$ cat config.mk
export PLATFORM = sky130hd
export DESIGN_NAME = demode_cfg_ctrl
export DESIGN_NICKNAME = d
export VERILOG_FILES = /design/src/rtl/demode_pkg.sv /design/src/rtl/demode_frame_parser.sv /design/src/rtl/demode_cfg_ctrl.sv
export SDC_FILE = /design/constraint.sdc
export NUM_CORES = 1
export LEC_CHECK = 0
export BUFFER_PORTS_ARGS = -buffer_cell sky130_fd_sc_hd__buf_2
export CORE_UTILIZATION = 30
export DETAILED_ROUTE_END_ITERATION = 10
export PLACE_DENSITY = 0.46
export SLEW_MARGIN = 25
export SYNTH_ARGS = -nofsm -noshare
export SYNTH_HDL_FRONTEND = slang
export SYNTH_SLANG_ARGS = --single-unit
$ cat constraint.sdc
create_clock -name sys_clk -period 4.63 [get_ports sys_clk]
set_input_delay 0.2315 -clock sys_clk [delete_from_list [all_inputs] [get_ports sys_clk]]
set_output_delay 0.2315 -clock sys_clk [all_outputs]
set_load 0.02 [all_outputs]
$ cat src/rtl/demode_pkg.sv
// Shared constants for the demodulator configuration controller: UART frame layout,
// register address map, mode encodings, reset values and the FSM state types.
package demode_pkg;

  localparam logic [7:0] SYNC = 8'hA5;

  // Demodulator mode encodings
  localparam logic [2:0] ModeAm     = 3'd0;
  localparam logic [2:0] ModeFm     = 3'd1;
  localparam logic [2:0] ModeAsk    = 3'd2;
  localparam logic [2:0] ModeFsk    = 3'd3;
  localparam logic [2:0] ModePsk    = 3'd4;
  localparam logic [2:0] ModeBypass = 3'd5;

  // Register address map
  localparam logic [7:0] AddrMode    = 8'h01;
  localparam logic [7:0] AddrAskThr  = 8'h02;
  localparam logic [7:0] AddrFskThr  = 8'h03;
  localparam logic [7:0] AddrPskThr  = 8'h04;
  localparam logic [7:0] AddrCicRate = 8'h05;
  localparam logic [7:0] AddrFmShift = 8'h06;

  // Reset values
  localparam logic [2:0]  RstMode    = ModeAm;
  localparam logic [15:0] RstAskThr  = 16'h4000;
  localparam logic [15:0] RstFskThr  = 16'h0000;
  localparam logic [15:0] RstPskThr  = 16'h0000;
  localparam logic [7:0]  RstCicRate = 8'd16;
  localparam logic [3:0]  RstFmShift = 4'd5;

  typedef enum logic [2:0] {StIdle, StAddr, StDh, StDl, StChk} parse_state_e;
  typedef enum logic [1:0] {StRun, StFlush, StSettle} seq_state_e;

  function automatic logic [7:0] frame_chk(logic [7:0] addr, logic [7:0] dh, logic [7:0] dl);
    return addr ^ dh ^ dl;
  endfunction

  // Address known and payload within range for that register.
  function automatic logic cfg_legal(logic [7:0] addr, logic [15:0] data);
    logic legal;
    legal = 1'b0;
    case (addr)
      AddrMode:    legal = (data[2:0] <= ModeBypass);
      AddrAskThr,
      AddrFskThr,
      AddrPskThr,
      AddrFmShift: legal = 1'b1;
      AddrCicRate: legal = (data[7:0] != 8'd0);
      default:     legal = 1'b0;
    endcase
    return legal;
  endfunction

endpackage

$ cat src/rtl/demode_frame_parser.sv
// Byte-level frame parser: SYNC/ADDR/DH/DL/CHK sequencing, checksum and inter-byte
// timeout. Emits a combinational one-cycle strobe in the cycle the CHK byte arrives.
module demode_frame_parser
  import demode_pkg::*;
#(
  parameter int unsigned TIMEOUT_CYC = 500000
) (
  input  logic        sys_clk,
  input  logic        sys_rst,
  input  logic [7:0]  rx_byte,
  input  logic        rx_valid,
  output logic        frm_stb,
  output logic        frm_ok,
  output logic        frm_tmo,
  output logic [7:0]  frm_addr,
  output logic [15:0] frm_data
);

  localparam int unsigned GapW = $clog2(TIMEOUT_CYC + 1);
  localparam logic [GapW-1:0] GapLast = GapW'(TIMEOUT_CYC - 1);

  parse_state_e    state_q, state_d;
  logic [7:0]      addr_q, addr_d;
  logic [7:0]      dh_q, dh_d;
  logic [7:0]      dl_q, dl_d;
  logic [GapW-1:0] gap_q, gap_d;
  logic            tmo;

  always_ff @(posedge sys_clk or posedge sys_rst) begin
    if (sys_rst) begin
      state_q <= StIdle;
      addr_q  <= '0;
      dh_q    <= '0;
      dl_q    <= '0;
      gap_q   <= '0;
    end else begin
      state_q <= state_d;
      addr_q  <= addr_d;
      dh_q    <= dh_d;
      dl_q    <= dl_d;
      gap_q   <= gap_d;
    end
  end

  // Gap counter only runs mid-frame; any accepted byte restarts it.
  assign tmo = (state_q != StIdle) && !rx_valid && (gap_q == GapLast);

  always_comb begin
    state_d = state_q;
    addr_d  = addr_q;
    dh_d    = dh_q;
    dl_d    = dl_q;
    if (state_q == StIdle || rx_valid) gap_d = '0;
    else                               gap_d = gap_q + GapW'(1);
    unique case (state_q)
      StIdle: if (rx_valid && rx_byte == SYNC) state_d = StAddr;
      StAddr: if (rx_valid) begin addr_d = rx_byte; state_d = StDh; end
      StDh:   if (rx_valid) begin dh_d = rx_byte;   state_d = StDl; end
      StDl:   if (rx_valid) begin dl_d = rx_byte;   state_d = StChk; end
      StChk:  if (rx_valid) state_d = StIdle;
      default: state_d = StIdle;
    endcase
    if (tmo) begin
      state_d = StIdle;
      gap_d   = '0;
    end
  end

  always_comb begin
    frm_stb  = (state_q == StChk) && rx_valid;
    frm_ok   = (rx_byte == frame_chk(addr_q, dh_q, dl_q));
    frm_tmo  = tmo;
    frm_addr = addr_q;
    frm_data = {dh_q, dl_q};
  end

endmodule

$ cat src/rtl/demode_cfg_ctrl.sv
// Demodulator configuration controller: UART-framed register writes plus a
// flush/settle sequencer that mutes the datapath after mode or decimation changes.
module demode_cfg_ctrl
  import demode_pkg::*;
#(
  parameter int unsigned TIMEOUT_CYC = 500000,
  parameter int unsigned FLUSH_CYC   = 64,
  parameter int unsigned SETTLE_CYC  = 1024
) (
  input  logic        sys_clk,
  input  logic        sys_rst,
  input  logic [7:0]  rx_byte,
  input  logic        rx_valid,
  output logic [2:0]  demode_mode,
  output logic [15:0] ask_thr,
  output logic [15:0] fsk_thr,
  output logic [15:0] psk_thr,
  output logic [7:0]  cic_rate,
  output logic [3:0]  fm_shift,
  output logic        dp_flush,
  output logic        out_mute,
  output logic        cfg_busy,
  output logic        frame_err
);

  localparam int unsigned CntMax = (FLUSH_CYC > SETTLE_CYC) ? FLUSH_CYC : SETTLE_CYC;
  localparam int unsigned CntW   = $clog2(CntMax + 1);
  localparam logic [CntW-1:0] FlushLast  = CntW'(FLUSH_CYC - 1);
  localparam logic [CntW-1:0] SettleLast = CntW'(SETTLE_CYC - 1);

  logic        frm_stb, frm_ok, frm_tmo;
  logic [7:0]  frm_addr;
  logic [15:0] frm_data;

  demode_frame_parser #(
    .TIMEOUT_CYC(TIMEOUT_CYC)
  ) u_parser (
    .sys_clk (sys_clk),
    .sys_rst (sys_rst),
    .rx_byte (rx_byte),
    .rx_valid(rx_valid),
    .frm_stb (frm_stb),
    .frm_ok  (frm_ok),
    .frm_tmo (frm_tmo),
    .frm_addr(frm_addr),
    .frm_data(frm_data)
  );

  logic cfg_ok, seq_restart;

  assign cfg_ok      = frm_stb && frm_ok && cfg_legal(frm_addr, frm_data);
  assign seq_restart = cfg_ok && (frm_addr == AddrMode || frm_addr == AddrCicRate);

  // Configuration registers
  logic [2:0]  mode_q, mode_d;
  logic [15:0] ask_q, ask_d, fsk_q, fsk_d, psk_q, psk_d;
  logic [7:0]  cic_q, cic_d;
  logic [3:0]  fm_q, fm_d;
  logic        err_q, err_d;

  always_comb begin
    mode_d = mode_q;
    ask_d  = ask_q;
    fsk_d  = fsk_q;
    psk_d  = psk_q;
    cic_d  = cic_q;
    fm_d   = fm_q;
    err_d  = frm_tmo || (frm_stb && !cfg_ok);
    if (cfg_ok) begin
      case (frm_addr)
        AddrMode:    mode_d = frm_data[2:0];
        AddrAskThr:  ask_d  = frm_data;
        AddrFskThr:  fsk_d  = frm_data;
        AddrPskThr:  psk_d  = frm_data;
        AddrCicRate: cic_d  = frm_data[7:0];
        AddrFmShift: fm_d   = frm_data[3:0];
        default:     ;
      endcase
    end
  end

  always_ff @(posedge sys_clk or posedge sys_rst) begin
    if (sys_rst) begin
      mode_q <= RstMode;
      ask_q  <= RstAskThr;
      fsk_q  <= RstFskThr;
      psk_q  <= RstPskThr;
      cic_q  <= RstCicRate;
      fm_q   <= RstFmShift;
      err_q  <= 1'b0;
    end else begin
      mode_q <= mode_d;
      ask_q  <= ask_d;
      fsk_q  <= fsk_d;
      psk_q  <= psk_d;
      cic_q  <= cic_d;
      fm_q   <= fm_d;
      err_q  <= err_d;
    end
  end

  // Flush / settle sequencer
  seq_state_e      seq_q, seq_d;
  logic [CntW-1:0] cnt_q, cnt_d;
  logic            flush_q, flush_d, mute_q, mute_d, busy_q, busy_d;

  always_ff @(posedge sys_clk or posedge sys_rst) begin
    if (sys_rst) begin
      seq_q   <= StRun;
      cnt_q   <= '0;
      flush_q <= 1'b0;
      mute_q  <= 1'b0;
      busy_q  <= 1'b0;
    end else begin
      seq_q   <= seq_d;
      cnt_q   <= cnt_d;
      flush_q <= flush_d;
      mute_q  <= mute_d;
      busy_q  <= busy_d;
    end
  end

  always_comb begin
    seq_d = seq_q;
    cnt_d = cnt_q;
    unique case (seq_q)
      StRun: seq_d = StRun;
      StFlush: begin
        if (cnt_q == FlushLast) begin
          seq_d = StSettle;
          cnt_d = '0;
        end else begin
          cnt_d = cnt_q + CntW'(1);
        end
      end
      StSettle: begin
        if (cnt_q == SettleLast) begin
          seq_d = StRun;
          cnt_d = '0;
        end else begin
          cnt_d = cnt_q + CntW'(1);
        end
      end
      default: begin
        seq_d = StRun;
        cnt_d = '0;
      end
    endcase
    // A new mode/rate write always restarts a full flush, whatever the current phase.
    if (seq_restart) begin
      seq_d = StFlush;
      cnt_d = '0;
    end
  end

  // Outputs are decoded from the next state so they leave the flops aligned with seq_q.
  always_comb begin
    flush_d = (seq_d == StFlush);
    mute_d  = (seq_d != StRun);
    busy_d  = (seq_d != StRun);
  end

  assign demode_mode = mode_q;
  assign ask_thr     = ask_q;
  assign fsk_thr     = fsk_q;
  assign psk_thr     = psk_q;
  assign cic_rate    = cic_q;
  assign fm_shift    = fm_q;
  assign dp_flush    = flush_q;
  assign out_mute    = mute_q;
  assign cfg_busy    = busy_q;
  assign frame_err   = err_q;

endmodule
==> flow_summary.toml <==
[run_status]
status = "finished clean"

[sta]
hold_viol_final = 0
worst_slew_pin_slew_ns = 0.866
drv_slew = 0
finalCriticalPeriod_ns = 2.94
finalCritPeriodShare = 0.634
skew_ns = 0.00835
max_freq_ghz = 0.341
rsz0062_at_grt = "false"
fin_ws_ns = 1.69
slew_headroom = 0.419
setup_viol = 0
setup_tns_ns = 0

[yosys]
synth_warnings = 0
ys_top_cells_by_area = "dfrtp_1, mux2_2, mux2_4, xor2_1, xnor2_1"
synth_top_area_share = 0.515
synth.avg_cell_area_sq_um = 12.8
synth_top_flop_cell = "dfrtp_1"
synth_largest_area_cell = "dfrtp_1"
syn-cell-area_sq_um = 5880
syn_inst = 459
synth_cell_type_count = 50
ys_seq_elements = 125
synthArstFlopShare = 1.00
synth-edff-count = 0
synth_nets = 475
ys_seq_area_frac = 0.533

[drt]
drt_iter0_drc = 175
vias_per_cell = 4.71
firstDrtPassIters = 4
via_count = 3825
drt-total-wl_mm = 13.0
drc = 0
drt-wirelength-per-cell_um = 16.0
antenna_left = 0

[layout]
num-fill-cells = 1854
multiInputGateArea_sq_um = 2640
finish.utilization = 0.377
register_area_sq_um = 3130
drive_gt1_frac = 0.389
nets = 555
antenna_cells = 0
syn_to_final_growth_pct = 21.5

[cts]
ctsHtreeMaxLevel = 4
clkLatencyLatePin_ns = 0.42
cts_resized = 0
clock_path_buffers = 2
cts_buffers = 17
clk_pin_slew_worst_paths_ns = 0.06
cts-root-buf = "clkbuf_16"
cts_sinks = 125
cts_tree = "yes"

[worst_setup_path]
cp-end-kind = "flop"
cp_top_family = "simple AND/OR/NAND/NOR gates"
path_max_fanout = 16
critPathMaxStageDelay_ns = 0.55
critPathKind = "reg2reg"
cp-start-kind = "flop"
path_buf_inv = 0
cp.required_ns = 4.93
cp_cell_sequence = "or4_1 > or3_1 > nor4_4 > nand4_4 > mux2_4"
cp.depth = 5
crit_path_top_delay_cell = "nor4_4"
arrival_ns = 3.24
rr_worst_depth = 5

[placement]
numPortBuffers = 77
preCtsSetupSlack_ns = 1.67
place.gp.congestion = 0.798
dp_hpwl_mm = 8.81

[global_route]
grt_pass1_vias = 3944
grt_start_max_net_pins = 47
grt_pass1_wl_mm = 21.2
grt.total_usage = 0.140
grt.overflow.total = 0
antenna_found_initial = 0

[power]
leakage_nw = 3.48
powerDensity_nw_per_um2 = 491
irDropWorstVdd_mv = 0.361

[worst_hold_path]
hold_path_class = "in2reg"
hold_depth = 2

[die]
die_area_sq_um = 20200
top_level_ports = 78
dieHeight_um = 142
rows = 50
dieWidth_um = 142
core-area_sq_um = 19000
start_util = 0.310

[job]
maxCapViolCount = 0
worst paths after layout:
path                       slack, ns                             start                           end
max reg2reg                     1.69  u_parser.frm_addr[3]$_DFFE_PP0P_       psk_thr[12]$_DFFE_PP0P_
min reg2reg                     0.46       u_parser.gap_q[0]$_DFF_PP0_   u_parser.gap_q[0]$_DFF_PP0_
min in group asynchronous       0.42                           sys_rst          cnt_q[5]$_DFFE_PP0P_
max                             1.69  u_parser.frm_addr[3]$_DFFE_PP0P_       psk_thr[12]$_DFFE_PP0P_
min                             0.12                        rx_byte[5]  u_parser.dl_q[5]$_DFFE_PP0P_
max in group asynchronous       3.20                           sys_rst  u_parser.dl_q[0]$_DFFE_PP0P_
layout make-up:
type                            instances  share of cell area
Sequential cell                       125               0.439
Clock inverter                         11              0.0196
Multi-Input combinational cell        310               0.370
Tap cell                              260              0.0456
Timing Repair Buffer                   80              0.0575
Inverter                                5             0.00298
Clock buffer                           21              0.0659
stage by stage:
stage	instances	power, mW	hold slack [ns]	area [sq um]
3_5_place_dp	779	2.16	0.346	6510
4_1_cts	812	3.55	0.110	7130
3_3_place_gp	779	2.13	0.350	6510
5_1_grt	812	3.68	0.117	7140
6_report	812	3.50	0.118	7140
2_1_floorplan	459	1.98	0.382	5880
Yosys cell counts, drive strengths merged, types with 5 or more instances:
| library cell | count |
|---|---|
| xnor2 | 19 |
| nand3 | 12 |
| dfrtp | 121 |
| a2111oi | 5 |
| xor2 | 22 |
| ha | 5 |
| nor3 | 11 |
| clkbuf | 12 |
| nor2 | 28 |
| and3 | 6 |
| nor4b | 6 |
| buf | 7 |
| and4 | 6 |
| nor4 | 5 |
| nand4 | 14 |
| mux2 | 87 |
| a31oi | 5 |
| inv | 5 |
| a21oi | 15 |
| nand2 | 24 |
cells by family (layout without fill, tap and decap cells):
family                   after synthesis  count (layout)  share of synthesized area
XOR/XNOR                              41              41                     0.0611
AO/OA/AOI/OAI                         41              41                     0.0477
flip-flops                           125             125                      0.533
AND/OR/NAND/NOR                      136             136                      0.142
adder cells (fa/ha/maj)                5               5                     0.0106
buffers and inverters                 24             117                     0.0202
multiplexers                          87              87                      0.186
layout by cell type (no fill, tap or decap), types with 5 or more instances in the layout:
| master | synthesis | final |
|---|---|---|
| nor4b_1 | 5 | 5 |
| and4_1 | 6 | 6 |
| and3_1 | 6 | 6 |
| nor2_1 | 28 | 28 |
| nand2_1 | 24 | 24 |
| a2111oi_0 | 5 | 5 |
| a31oi_1 | 5 | 5 |
| nand4_1 | 10 | 10 |
| nand3_1 | 12 | 12 |
| nor3_1 | 9 | 8 |
| ha_1 | 5 | 5 |
| dfrtp_1 | 121 | 121 |
| mux2_4 | 30 | 30 |
| a21oi_1 | 15 | 15 |
| clkbuf_16 | 0 | 17 |
| xnor2_1 | 19 | 19 |
| mux2_2 | 57 | 57 |
| xor2_1 | 22 | 22 |
| buf_2 | 2 | 77 |
power breakdown:
group	total, mW	internal, mW	switching [mW]
Clock	1.37	0.884	0.487
Sequential	1.46	1.22	0.248
Combinational	0.669	0.313	0.356
Total	3.50	2.41	1.09
sequential cells by signal, summed over array words and instances (netlist names), 11 cells and up:
| signal | count |
|---|---|
| ask_thr | 16 |
| cnt_q | 11 |
| fsk_thr | 16 |
| psk_thr | 16 |
| u_parser.gap_q | 19 |
layer usage:
metal | global-route usage | share of wire
met5 | 0 | 0
met2 | 0.209 | 0.46
met1 | 0.186 | 0.49
met4 | 0.0673 | 0.015
met3 | 0.0387 | 0.040
repair_timing:
item,CTS,global route
hold endpoints to repair,43,0
hold buffers,1,0
buffers inserted,0,0
Power figures use the tool's default switching activity.
